==> src/rtl/mem_port_arbiter.sv <==
`default_nettype none
// ============================================================================
// Module   : mem_port_arbiter
// Purpose  : Two-port (instruction fetch / data) arbiter in front of a single
//            shared single-port memory. One transaction at a time; contended
//            requests alternate between the ports. A per-transaction wait
//            counter aborts a grant the memory never acknowledges.
// Revision : 1.0 - initial release
// ----------------------------------------------------------------------------
// Ports
//   clk_i, rst_ni        clock, asynchronous active-low reset
//   i_req_i / i_addr_i   fetch request and address (read only)
//   i_ack_o / i_data_o   fetch completion pulse and held read data
//   d_req_i / d_we_i     data request and write enable
//   d_addr_i / d_data_i  data address and write data
//   d_ack_o / d_data_o   data completion pulse and held read data
//   err_o                qualifies an ack as a timed-out transaction
//   m_req_o .. m_data_o  registered memory request, write enable, addr, data
//   m_ack_i / m_data_i   memory completion and read data
//   gnt_o                current owner: 00 none, 01 fetch, 10 data
// ============================================================================
module mem_port_arbiter #(
  parameter int ADDR_W  = 32,
  parameter int DATA_W  = 32,
  parameter int TIMEOUT = 255
) (
  input  logic              clk_i,
  input  logic              rst_ni,
  input  logic              i_req_i,
  input  logic [ADDR_W-1:0] i_addr_i,
  output logic              i_ack_o,
  output logic [DATA_W-1:0] i_data_o,
  input  logic              d_req_i,
  input  logic              d_we_i,
  input  logic [ADDR_W-1:0] d_addr_i,
  input  logic [DATA_W-1:0] d_data_i,
  output logic              d_ack_o,
  output logic [DATA_W-1:0] d_data_o,
  output logic              err_o,
  output logic              m_req_o,
  output logic              m_we_o,
  output logic [ADDR_W-1:0] m_addr_o,
  output logic [DATA_W-1:0] m_data_o,
  input  logic              m_ack_i,
  input  logic [DATA_W-1:0] m_data_i,
  output logic [1:0]        gnt_o
);

  typedef enum logic [1:0] {
    S_IDLE  = 2'd0,
    S_GNT_I = 2'd1,
    S_GNT_D = 2'd2,
    S_RESP  = 2'd3
  } state_t;

  // Last wait-counter value allowed before the grant is abandoned; this
  // gives exactly TIMEOUT grant cycles.
  localparam logic [15:0] c_timeout_last = 16'(TIMEOUT - 1);

  state_t              r_state;
  state_t              w_state_nxt;
  logic                r_last_d;     // 1: most recent grant went to the data port
  logic                r_err;        // RESP was entered through a timeout
  logic [15:0]         r_wait_cnt;
  logic                r_m_req;
  logic                r_m_we;
  logic [ADDR_W-1:0]   r_m_addr;
  logic [DATA_W-1:0]   r_m_data;
  logic [DATA_W-1:0]   r_i_data;
  logic [DATA_W-1:0]   r_d_data;
  logic                w_grant_i;
  logic                w_grant_d;
  logic                w_done;
  logic                w_timeout;
  logic                w_in_gnt;

  assign w_in_gnt = (r_state == S_GNT_I) || (r_state == S_GNT_D);

  always_comb begin
    w_state_nxt = r_state;
    w_grant_i   = 1'b0;
    w_grant_d   = 1'b0;
    w_done      = 1'b0;
    w_timeout   = 1'b0;
    case (r_state)
      S_IDLE: begin
        if (i_req_i && d_req_i) begin
          // Contention: serve whichever port did not win last time.
          w_grant_i = r_last_d;
          w_grant_d = !r_last_d;
        end else begin
          w_grant_i = i_req_i;
          w_grant_d = d_req_i;
        end
      end
      S_GNT_I, S_GNT_D: begin
        // An ack in the final allowed cycle still wins over the timeout.
        if (m_ack_i) begin
          w_done = 1'b1;
        end else if (r_wait_cnt == c_timeout_last) begin
          w_timeout = 1'b1;
        end
      end
      S_RESP:  w_state_nxt = S_IDLE;
      default: w_state_nxt = S_IDLE;
    endcase
    if (w_grant_i) begin
      w_state_nxt = S_GNT_I;
    end else if (w_grant_d) begin
      w_state_nxt = S_GNT_D;
    end
    if (w_done || w_timeout) begin
      w_state_nxt = S_RESP;
    end
  end

  always_ff @(posedge clk_i or negedge rst_ni) begin
    if (!rst_ni) begin
      r_state    <= S_IDLE;
      r_last_d   <= 1'b1;
      r_err      <= 1'b0;
      r_wait_cnt <= 16'd0;
      r_m_req    <= 1'b0;
      r_m_we     <= 1'b0;
      r_m_addr   <= '0;
      r_m_data   <= '0;
      r_i_data   <= '0;
      r_d_data   <= '0;
    end else begin
      r_state <= w_state_nxt;
      r_m_req <= (w_state_nxt == S_GNT_I) || (w_state_nxt == S_GNT_D);
      r_err   <= w_timeout;

      if (w_in_gnt && !m_ack_i) begin
        r_wait_cnt <= r_wait_cnt + 16'd1;
      end

      // Request fields are captured once at the grant edge and then held,
      // so the memory sees a stable request regardless of the requester.
      if (w_grant_i) begin
        r_m_addr   <= i_addr_i;
        r_m_we     <= 1'b0;
        r_last_d   <= 1'b0;
        r_wait_cnt <= 16'd0;
      end else if (w_grant_d) begin
        r_m_addr   <= d_addr_i;
        r_m_we     <= d_we_i;
        r_m_data   <= d_data_i;
        r_last_d   <= 1'b1;
        r_wait_cnt <= 16'd0;
      end

      if (w_done) begin
        if (r_state == S_GNT_I) begin
          r_i_data <= m_data_i;
        end else if (!r_m_we) begin
          r_d_data <= m_data_i;
        end
      end
    end
  end

  // During RESP the owner is the most recent grant.
  always_comb begin
    gnt_o = 2'b00;
    case (r_state)
      S_GNT_I: gnt_o = 2'b01;
      S_GNT_D: gnt_o = 2'b10;
      S_RESP:  gnt_o = {r_last_d, !r_last_d};
      default: gnt_o = 2'b00;
    endcase
  end

  assign i_ack_o  = (r_state == S_RESP) && !r_last_d;
  assign d_ack_o  = (r_state == S_RESP) && r_last_d;
  assign err_o    = (r_state == S_RESP) && r_err;
  assign i_data_o = r_i_data;
  assign d_data_o = r_d_data;
  assign m_req_o  = r_m_req;
  assign m_we_o   = r_m_we;
  assign m_addr_o = r_m_addr;
  assign m_data_o = r_m_data;

endmodule
`default_nettype wire

==> config.mk <==
export PLATFORM = sky130hd
export DESIGN_NAME = mem_port_arbiter
export DESIGN_NICKNAME = d
export VERILOG_FILES = /design/src/rtl/mem_port_arbiter.sv
export SDC_FILE = /design/constraint.sdc
export NUM_CORES = 1
export LEC_CHECK = 0
export CAP_MARGIN = 20
export CORE_MARGIN = 1.5
export CORE_UTILIZATION = 42
export CTS_CLUSTER_SIZE = 10
export DETAILED_ROUTE_END_ITERATION = 7
export GPL_TIMING_DRIVEN = 0
export PLACE_DENSITY_LB_ADDON = 0.3
export SLEW_MARGIN = 20
export SYNTH_ARGS = -nofsm -noshare
export SYNTH_HDL_FRONTEND = slang
export SYNTH_SLANG_ARGS = --single-unit
==> constraint.sdc <==
create_clock -name clk_i -period 2.3 [get_ports clk_i]
set_input_delay 0.345 -clock clk_i [delete_from_list [all_inputs] [get_ports clk_i]]
set_output_delay 0.345 -clock clk_i [all_outputs]
set_load 0.1 [all_outputs]
==> impl_results.md <==
- P&R area growth vs syn: 61.2%
- Post-Syn Instances: 434
- CTS Buf Count: 17
- Clock-pin slew on the worst setup and hold paths: 0.06 ns
- Number of synthesized flops with an enable pin: 0
- Post-Synthesis Cell Area: 5990 um^2
- Worst-case reg-to-reg path depth: 6
- Crit-path slowest cell: clkdlybuf4s50_1
- Max frequency: 437 MHz
- Asr flop ratio synth: 1.00
- Yosys top cell by area: dfrtp_1
- Worst path cell trace: clkdlybuf4s50_1
- HP Class: primary input to asynchronous set/reset pin
- # fillers: 980
- CP max FO: 2
- Height of the die: 122 um
- Die Width: 122 um
- Worst Max-Slew Pin Slew: 1.05 ns
- Critical Path Start Type: register
- RR Startpoint: r_state[0]
- Sum Neg Setup Slack: 0 ns
- Share of cells above drive strength 1: 0.209
- Final wirelength: 17,200 um
- Syn Nets: 574
- Initial antenna violation count: 0
- DR WL/cell: 18.7 um
- Setup WS post-layout: 0.0131 ns
- Core area: 13,900 um^2
- Slew Limit Fails: 0
- Status: finished, final reports clean
- Req. time, crit path: 1.96 ns
- First-pass GRT wire length: 26,100 um
- Pin count of the biggest net entering global routing: 87
- Row count: 43
- Syn. warnings: 0
- Sinks on Clock Net: 150
- Clock root cell: clkbuf_16
- Via-to-Cell Ratio: 5.18
- Final clock skew: 0.00607 ns
- Ports: 269
- Final instance area: 9660 um^2
- Final ANT Viol Nets: 0
- Max Cap Violations: 0
- Top-area cell type share of the netlist area: 0.622
- Primary FF master, synth: dfrtp_1
- Type of destination of the critical path: output pin
- GP Congestion: 0.815
- Final nets: 865
- Buffers plus inverters on the worst setup path: 1
- GR Overflow Total: 0
- CTS tree: built
- Detailed placement HPWL: 12,800 um
- Flops & latches, synth: 150
- Yosys cell types: 38
- Antenna cells: 0
- Final hold viol count: 0
- Mean Syn Cell Area: 13.8 um^2
- First-pass detailed-route iteration total: 8
- Clk buf depth: 2
- Final worst path period share: 0.994
- H-tree levels: 4
- CP top delay family: buffers and inverters
- Buffers on Ports: 268
- GRT Total Usage: 0.231
- Placement Setup Slack: -0.405 ns
- Sequential fraction of the synthesis area: 0.627
- Total number of vias: 4,754
- Post-route minimum period: 2.29 ns
- WP depth: 1
- Clk_lat worst skew: 0.42 ns
- Die area: 15,000 um^2
- Slew headroom: 0.301
- Initial drt markers: 240
- Placed cell area: 8940 um^2
- CP arrival: 1.94 ns
- Worst setup path class: register to output pin
- Area contributors post-synth: dfrtp_1 (62%), mux2_2 (18%), a222oi_1 (5.3%)
- Vias in the first global route: 5,174
- Largest stage delay, worst path: 1.16 ns
- Most numerous cell in the Yosys netlist: dfrtp_1
- # setup viols final: 0
- Initial core utilization: 0.432
- Synth cell count leaders: dfrtp_1 (149), mux2_2 (96), inv_1 (38)
- Crit path launch: d_data_o[7]
- DR DRC count: 0
## per-layer routing
metal | track usage | part of all wire | wire length, um | up-vias
li1 | - | - | - | 2163
met1 | 0.257 | 0.36 | 6240 | 2363
met2 | 0.399 | 0.53 | 9040 | 199
met3 | 0.0818 | 0.084 | 1440 | 29
met4 | 0.0974 | 0.026 | 454 | 0
met5 | 0 | 0 | 0 | -
## flip-flops by register name, summed over array words and instances (netlist names)
register and cells:
d_data_o 32, i_data_o 32, m_addr_o 32, m_data_o 32, r_wait_cnt 16, r_state 2
m_req_o 1, m_we_o 1, r_err 1, r_last_d 1
## what timing repair did
action                     CTS  global route
hold buffers                 1             0
setup endpoints to repair  111           116
setup buffers                1             1
cloned                       0             0
gates resized for setup     43            58
pin swaps                    1             0
hold endpoints to repair    63             0
## per-stage QoR
step | instances | utilization | hold slack (ns)
2_1_floorplan | 434 | - | 0.0494
3_3_place_gp | 882 | 0.642 | 0.487
3_5_place_dp | 883 | 0.644 | 0.320
4_1_cts | 916 | 0.686 | 0.456
5_1_grt | 917 | 0.696 | 0.491
6_report | 917 | 0.696 | 0.453
## logic make-up after synthesis
family	count (synthesis)	share of synthesized area
simple gates	57	0.0486
fa+ha+maj	6	0.0125
xor+xnor	10	0.0146
mux	96	0.180
flops	150	0.627
compound gates	57	0.0800
buf+inv	58	0.0374
## worst paths after layout
path	endpoint	slack (ns)
max in group asynchronous	m_addr_o[12]	1.06
min	d_data_o[13]	0.45
min reg2reg	m_data_o[28]	0.50
max reg2reg	r_wait_cnt[14]	0.11
max	d_data_o[7]	0.01
min in group clk_i	m_data_o[28]	0.50
## area by class of cell
type / instances / area [um^2] / share of cell area
inverters: 38 / 143 / 0.0148
clock inverters: 13 / 133 / 0.0137
repair buffers: 272 / 2830 / 0.293
flip-flops and latches: 150 / 3760 / 0.389
multi-input cells: 226 / 2060 / 0.213
clock buffers: 18 / 429 / 0.0444
plain buffers: 20 / 87.6 / 0.00906
well taps: 180 / 225 / 0.0233
## placed cells by master (no fill, tap or decap), drive strengths merged, types with 2 or more instances in the layout
| master | count |
|---|---|
| a31oi | 2 |
| clkdlybuf4s18 | 2 |
| clkbuf | 27 |
| buf | 15 |
| clkdlybuf4s50 | 193 |
| inv | 40 |
| and2 | 3 |
| dfrtp | 149 |
| clkinvlp | 4 |
| ha | 6 |
| nand4b | 2 |
| a21oi | 7 |
| nand4 | 3 |
| bufinv | 2 |
| dlymetal6s2s | 46 |
| clkdlybuf4s15 | 3 |
| or3 | 4 |
| xnor2 | 4 |
| or4 | 2 |
| nor2b | 2 |
| o21ai | 7 |
| nand3 | 4 |
| xor2 | 6 |
| nor4 | 2 |
| mux2 | 96 |
| a222oi | 32 |
| nor2 | 14 |
| clkinv | 5 |
| dlygate4sd2 | 23 |
| nor3 | 4 |
| nand2 | 14 |
Power is left out: the tool's default activity adds up to more than one toggle a clock period on the data nets, which glitch-free logic cannot reach.
